==> src/rtl/axis_up_fifo.sv <==
// Elastic buffer between the user-project AXI-Stream mux and the Axis Switch.
// Registered s_tready cuts the ready path back into the mux; also tracks packet framing.
module axis_up_fifo #(
    parameter int pUSER_PROJECT_SIDEBAND_WIDTH = 5,
    parameter int pDATA_WIDTH                  = 32,
    parameter int pDEPTH                       = 4
) (
    input  logic                                    axis_clk,
    input  logic                                    axis_rst,
    input  logic                                    s_tvalid,
    input  logic [pDATA_WIDTH-1:0]                  s_tdata,
    input  logic [pUSER_PROJECT_SIDEBAND_WIDTH-1:0] s_tupsb,
    input  logic [3:0]                              s_tstrb,
    input  logic [3:0]                              s_tkeep,
    input  logic                                    s_tlast,
    input  logic [1:0]                              s_tuser,
    output logic                                    s_tready,
    output logic                                    m_tvalid,
    output logic [pDATA_WIDTH-1:0]                  m_tdata,
    output logic [pUSER_PROJECT_SIDEBAND_WIDTH-1:0] m_tupsb,
    output logic [3:0]                              m_tstrb,
    output logic [3:0]                              m_tkeep,
    output logic                                    m_tlast,
    output logic [1:0]                              m_tuser,
    input  logic                                    m_tready,
    output logic [$clog2(pDEPTH):0]                 fifo_count,
    output logic                                    pkt_open,
    output logic [15:0]                             pkt_cnt
);

    localparam int AW = $clog2(pDEPTH);
    localparam int CW = AW + 1;
    localparam int EW = pDATA_WIDTH + pUSER_PROJECT_SIDEBAND_WIDTH + 11;

    logic [EW-1:0] mem [pDEPTH];
    logic [AW-1:0] wptr;
    logic [AW-1:0] rptr;
    logic [CW-1:0] count;
    logic [CW-1:0] count_next;
    logic          push;
    logic          pop;

    assign push       = s_tvalid & s_tready;
    assign pop        = m_tvalid & m_tready;
    assign m_tvalid   = (count != '0);
    assign fifo_count = count;

    // Head fields come straight from storage, never from the s_* inputs.
    assign {m_tdata, m_tupsb, m_tstrb, m_tkeep, m_tlast, m_tuser} = mem[rptr];

    always_comb begin
        count_next = count;
        if (push && !pop) begin
            count_next = count + CW'(1);
        end else if (pop && !push) begin
            count_next = count - CW'(1);
        end
    end

    always_ff @(posedge axis_clk or posedge axis_rst) begin
        if (axis_rst) begin
            mem      <= '{default: '0};
            wptr     <= '0;
            rptr     <= '0;
            count    <= '0;
            s_tready <= 1'b0;
            pkt_open <= 1'b0;
            pkt_cnt  <= '0;
        end else begin
            if (push) begin
                mem[wptr] <= {s_tdata, s_tupsb, s_tstrb, s_tkeep, s_tlast, s_tuser};
                wptr      <= wptr + AW'(1);
                pkt_open  <= ~s_tlast;
            end
            if (pop) begin
                rptr <= rptr + AW'(1);
                if (m_tlast) begin
                    pkt_cnt <= pkt_cnt + 16'd1;
                end
            end
            count    <= count_next;
            // Looking at the next occupancy drops ready on the edge that fills the FIFO.
            s_tready <= (count_next < CW'(pDEPTH));
        end
    end

endmodule
==> config.mk <==
export PLATFORM = sky130hd
export DESIGN_NAME = axis_up_fifo
export DESIGN_NICKNAME = d
export VERILOG_FILES = /design/src/rtl/axis_up_fifo.sv
export SDC_FILE = /design/constraint.sdc
export NUM_CORES = 1
export LEC_CHECK = 0
export CORE_MARGIN = 4
export CORE_UTILIZATION = 35
export DETAILED_ROUTE_END_ITERATION = 8
export PLACE_DENSITY = 0.68
export SKIP_CTS_REPAIR_TIMING = 1
export SYNTH_ARGS = -nofsm -noshare
export SYNTH_HDL_FRONTEND = slang
export SYNTH_SLANG_ARGS = --single-unit
==> constraint.sdc <==
create_clock -name axis_clk -period 8.9 [get_ports axis_clk]
set_clock_uncertainty 0.1 [all_clocks]
set_input_delay 2.67 -clock axis_clk [delete_from_list [all_inputs] [get_ports axis_clk]]
set_output_delay 2.67 -clock axis_clk [all_outputs]
set_load 0.005 [all_outputs]
==> impl_metrics.env, run 1 <==
export IMPL_drt_iter0_drc=212
export IMPL_tightest_slew_ps=992
export IMPL_synth_largest_area_cell="dfrtp_1"
export IMPL_timing_final_ws_setup_ps=3130
export IMPL_fillerInstances=2345
export IMPL_crit_fanout=28
export IMPL_ctsRootBufferMaster="clkbuf_16"
export IMPL_dp_slack_ps=3560
export IMPL_syn_inst=584
export IMPL_critPathLaunchType="register"
export IMPL_timing_worst_setup_path_type="reg2out"
export IMPL_power_frac_comb_pct=39.8
export IMPL_powerDensity_nw_per_um2=392
export IMPL_crit_path_top_delay_cell="dfrtp_4"
export IMPL_ys_flop_type="dfrtp_1"
export IMPL_initial_core_util_pct=35.9
export IMPL_syn2layout_area_growth_pct=25.5
export IMPL_critical_path_cell_chain="buf_4, mux4_2, clkdlybuf4s50_1"
export IMPL_grt_max_degree=83
export IMPL_finalCritPeriodShare_pct=64.8
export IMPL_first_global_vias=5676
export IMPL_synth_edf_count=0
export IMPL_synth_area_top_cells="dfrtp_1 (57%), mux2_2 (23%), mux4_2 (11%)"
export IMPL_wl_um=20000
export IMPL_layoutNonFillerInstCount=1061
export IMPL_status="completed"
export IMPL_cts_tree="yes"
export IMPL_nNetsFinal=770
export IMPL_cp_top_family="buffers and inverters"
export IMPL_avgViaCountPerCell=5.05
export IMPL_path_buf_inv=2
export IMPL_setup_tns_final_ps=0
export IMPL_first_pass_iters=4
export IMPL_hold_class="reg2reg"
export IMPL_vias=5363
export IMPL_drv_cap=0
export IMPL_grt_pass1_wl_um=31700
export IMPL_internal_power_mw=3.37
export IMPL_fp_dieW_um=172
export IMPL_max_freq_ghz=0.173
export IMPL_core_area_um2=26400
export IMPL_io_buffers=121
export IMPL_netlist_area_um2=9460
export IMPL_seq_power_share_pct=37.6
export IMPL_hpwl_um=12400
export IMPL_die_area_um2=29700
export IMPL_hold_violations=0
export IMPL_diodes=0
export IMPL_htreeDepth=1
export IMPL_p_clk_share_pct=22.6
export IMPL_wire_per_inst_um=18.8
export IMPL_p_sw_share_pct=27.6
export IMPL_worstSkewPairLatency_ps=500
export IMPL_overflow=0
export IMPL_antenna_found_initial=0
export IMPL_setup_viol=0
export IMPL_cts_sinks=217
export IMPL_numCtsBuffers=25
export IMPL_ys_seq_elements=217
export IMPL_required_ps=6130
export IMPL_power_switching_mw=1.29
export IMPL_synth_top_area_share_pct=57.4
export IMPL_ant_nets=0
export IMPL_layout_commonest_cell="dfrtp_1"
export IMPL_die_h_um=172
export IMPL_drt_drc_violations_left=0
export IMPL_fin_crit_ps=5770
export IMPL_final_cell_mix="dfrtp_1 (215), mux2_2 (192), clkdlybuf4s50_1 (121), mux4_2 (48), clkbuf_16 (25)"
export IMPL_grt_usage_pct=13.4
export IMPL_yosysWarnings=0
export IMPL_place_congestion=0.775
export IMPL_endpoint_kind="output pin"
export IMPL_io_pins=122
export IMPL_drive_gt1_share_pct=41.0
export IMPL_p_leak_nw=4.97
export IMPL_cts_max_path_buffers=3
export IMPL_seq_area_frac_synth_pct=57.4
export IMPL_ys_types=28
export IMPL_num_rows=59
export IMPL_fin_util_pct=45.1
export IMPL_async_flop_share_pct=100
export IMPL_hold_slack_ps=367
export IMPL_rsz0062_at_grt="false"
export IMPL_slowest_delay_ps=760
export IMPL_slew_limit_headroom_pct=33.9
export IMPL_slew_violations=0
export IMPL_synth_nets=646
export IMPL_path_clk_slew_ps=60
export IMPL_arrival_ps=3000
export IMPL_irDropWorstVdd_v=0.000210
export IMPL_post_place_cells=1016
export IMPL_avgSynthCellArea_um2=16.2
cells in the mapped netlist, types with 2 or more instances:
cell type  instances
a21oi_1            2
and3_1             3
buf_2             27
clkbuf_1           2
dfrtp_1          217
ha_1              10
inv_1             10
mux2_2           192
mux4_2            48
nand2_1           15
nand2b_1           2
nand3_1            6
nand4_1            6
nor2_1             7
nor3_1             3
o21ai_0            5
xnor2_1           13
xor2_1             6
worst paths after layout:
| path | endpoint | from | slack, ps | cells after the start |
|---|---|---|---|---|
| worst max-delay path | m_tdata[2] | rptr[0] | 3130 | 3 |
| worst min-delay path | pkt_cnt[15] | pkt_cnt[15] | 370 | 1 |
| worst max register to register | mem[111] | s_tready | 6320 | 5 |
| worst min register to register | pkt_cnt[15] | pkt_cnt[15] | 370 | 1 |
| max in group asynchronous | mem[126] | axis_rst | 4720 | 3 |
| min in group asynchronous | pkt_cnt[13] | axis_rst | 2530 | 2 |
sequential cells by signal, indices dropped and copies added (netlist names), named ones only:
signal / cells
pkt_open: 1
mem: 192
rptr: 2
s_tready: 1
fifo_count: 2
wptr: 2
pkt_cnt: 16
worst register-to-register path, delay by kind of cell (launching register included):
kind,cells,cell delay (ps)
buf+inv,2,760
simple gates,2,830
flops,1,380
mux,1,390
through the flow:
step	total power, mW	cell area [um2]
3_5_place_dp	3.66	11000
2_1_floorplan	2.85	9460
6_report	4.66	11900
4_1_cts	4.74	11900
5_1_grt	4.95	11900
3_3_place_gp	3.61	11000
per-layer routing:
| metal | part of all wire (%) | GRT usage (%) | vias up |
|---|---|---|---|
| met2 | 48 | 21.6 | 100 |
| met5 | 0 | 0 | - |
| li1 | - | - | 2406 |
| met1 | 46 | 19.2 | 2833 |
| met3 | 4.5 | 2.81 | 24 |
| met4 | 1.7 | 2.43 | 0 |
power groups by stage:
stage / Combinational, mW / Sequential [mW] / Clock, mW
2_1_floorplan: 1.21 / 1.64 / 0
3_3_place_gp: 1.86 / 1.75 / 0
3_5_place_dp: 1.89 / 1.77 / 0
4_1_cts: 1.90 / 1.76 / 1.08
5_1_grt: 2.01 / 1.81 / 1.12
6_report: 1.85 / 1.75 / 1.05
layout make-up:
| cell class | instances | area (um2) | share of cell area, % |
|---|---|---|---|
| tap | 335 | 419 | 3.53 |
| sequential | 217 | 5440 | 45.8 |
| multi-input combinational | 324 | 3830 | 32.3 |
| inverter | 11 | 48.8 | 0.411 |
| timing repair buffer | 129 | 1270 | 10.7 |
| clock buffer | 37 | 751 | 6.32 |
| clock inverter | 8 | 115 | 0.969 |
kinds of logic after synthesis:
group | count (synthesis) | synth area share, %
simple gates | 45 | 2.35
compound gates | 9 | 0.542
fa+ha+maj | 10 | 1.32
xor+xnor | 19 | 1.76
buf+inv | 43 | 2.16
flops | 217 | 57.4
mux | 241 | 34.4
No activity file was read; power rests on OpenSTA's default activity.
==> inputs of run 2 (changes only) <==
- PLACE_DENSITY: 0.68 -> 0.66
- clock period: 8.9 -> 5.8 ns (I/O delays scaled with it)
==> impl_metrics.env, run 2 (synthesis gave the netlist of run 1 again) <==
export IMPL_status="completed"
export IMPL_drt_drc_violations_left=0
export IMPL_slew_violations=0
export IMPL_post_place_cells=1019
export IMPL_fin_crit_ps=4680
export IMPL_r2r_cells=3
export IMPL_p_leak_nw=5.02
export IMPL_die_h_um=172
export IMPL_hold_class="reg2reg"
export IMPL_ant_nets=0
export IMPL_slowest_delay_ps=1000
export IMPL_initial_core_util_pct=35.9
export IMPL_antenna_found_initial=1
export IMPL_rsz0062_at_grt="false"
export IMPL_powerDensity_nw_per_um2=617
export IMPL_cts_tree="yes"
export IMPL_ctsRootBufferMaster="clkbuf_16"
export IMPL_vias=5438
export IMPL_io_buffers=121
export IMPL_cp_top_family="flip-flops"
export IMPL_finalCritPeriodShare_pct=80.6
export IMPL_worstSkewPairLatency_ps=510
export IMPL_crit_cells=3
export IMPL_nNetsFinal=774
export IMPL_final_cell_mix="dfrtp_1 (215), mux2_2 (192), clkdlybuf4s50_1 (121), mux4_2 (48), clkbuf_16 (27)"
export IMPL_place_congestion=0.725
export IMPL_path_clk_slew_ps=60
export IMPL_io_pins=122
export IMPL_critPathLaunchType="register"
export IMPL_wire_per_inst_um=20.5
export IMPL_overflow=0
export IMPL_avgViaCountPerCell=5.10
export IMPL_drt_iter0_drc=266
export IMPL_syn2layout_area_growth_pct=26.9
export IMPL_crit_fanout=41
export IMPL_timing_worst_setup_path_type="reg2out"
export IMPL_cts_sinks=217
export IMPL_hpwl_um=14300
export IMPL_crit_path_top_delay_cell="dfrtp_4"
export IMPL_numCtsBuffers=26
export IMPL_num_rows=59
export IMPL_wl_um=21800
export IMPL_design_power_total_mw=7.40
export IMPL_endpoint_kind="output pin"
export IMPL_path_buf_inv=2
export IMPL_reg2reg_to="pkt_cnt[1]"
export IMPL_tightest_slew_ps=1140
export IMPL_grt_max_degree=218
export IMPL_first_pass_iters=4
export IMPL_htreeDepth=1
export IMPL_crit_end="m_tdata[12]"
export IMPL_fp_dieW_um=172
export IMPL_layoutNonFillerInstCount=1066
export IMPL_layout_commonest_cell="dfrtp_1"
export IMPL_top_regs="mem: 192 flops, pkt_cnt: 16 flops"
export IMPL_setup_viol=0
export IMPL_hold_slack_ps=394
export IMPL_grt_pass1_wl_um=34900
export IMPL_hold_violations=0
export IMPL_drv_cap=0
export IMPL_grt_usage_pct=14.8
export IMPL_critical_path_cell_chain="buf_4, mux4_2, clkdlybuf4s50_1"
export IMPL_critPathLaunch="rptr[0]"
export IMPL_r2r_setup_slack_ps=3340
export IMPL_final_area_um2=12000
export IMPL_diodes=0
export IMPL_arrival_ps=2840
export IMPL_core_area_um2=26400
export IMPL_largest_register_ffs=192
export IMPL_cts_max_path_buffers=3
export IMPL_setup_tns_final_ps=0
export IMPL_dpl_cell_area_um2=11100
export IMPL_slew_limit_headroom_pct=24.1
export IMPL_rr_startpoint="rptr[0]"
export IMPL_drive_gt1_share_pct=41.2
export IMPL_max_freq_ghz=0.214
export IMPL_irDropWorstVdd_v=0.000380
export IMPL_first_global_vias=6249
export IMPL_regMostFlops="mem"
export IMPL_die_area_um2=29700
export IMPL_required_ps=3960
-- run 2: layout make-up --
class / count / area (um2)
multi-input combinational: 324 / 3830
tap: 335 / 419
inverter: 11 / 45.0
clock buffer: 40 / 795
clock inverter: 7 / 139
fill: 2292 / 14400
sequential: 217 / 5440
timing repair buffer: 132 / 1330
-- run 2: where the power goes --
group	leakage (nW)	internal, mW	switching [mW]
registers	2.60	2.25	0.523
clock network	0.459	1.12	0.613
logic	1.96	1.93	0.966
-- run 2: worst min path at each step --
| stage | start | to | depth (start not counted) |
|---|---|---|---|
| 6_report | pkt_cnt[15] | pkt_cnt[15] | 1 |
| 5_1_grt | mem[22] | mem[22] | 1 |
| 4_1_cts | mem[74] | mem[74] | 1 |
| 3_5_place_dp | mem[74] | mem[74] | 1 |
| 3_3_place_gp | pkt_cnt[15] | pkt_cnt[15] | 1 |
| 2_1_floorplan | pkt_cnt[15] | pkt_cnt[15] | 1 |
-- run 2: stage by stage --
stage	util, %	worst slack (ps)
after detailed placement	42.0	1560
after CTS	45.5	1010
after floorplan	-	1130
final	45.5	1120
after global routing	45.5	890
after global placement	42.0	1560
-- run 2: per-layer routing --
| metal | global-route usage, % | routed length [um] | vias to the layer above |
|---|---|---|---|
| met2 | 25.6 | 11000 | 132 |
| met5 | 0 | 17 | - |
| met4 | 3.04 | 271 | 2 |
| met1 | 19.5 | 9390 | 2888 |
| met3 | 2.81 | 1170 | 25 |
| li1 | - | - | 2391 |
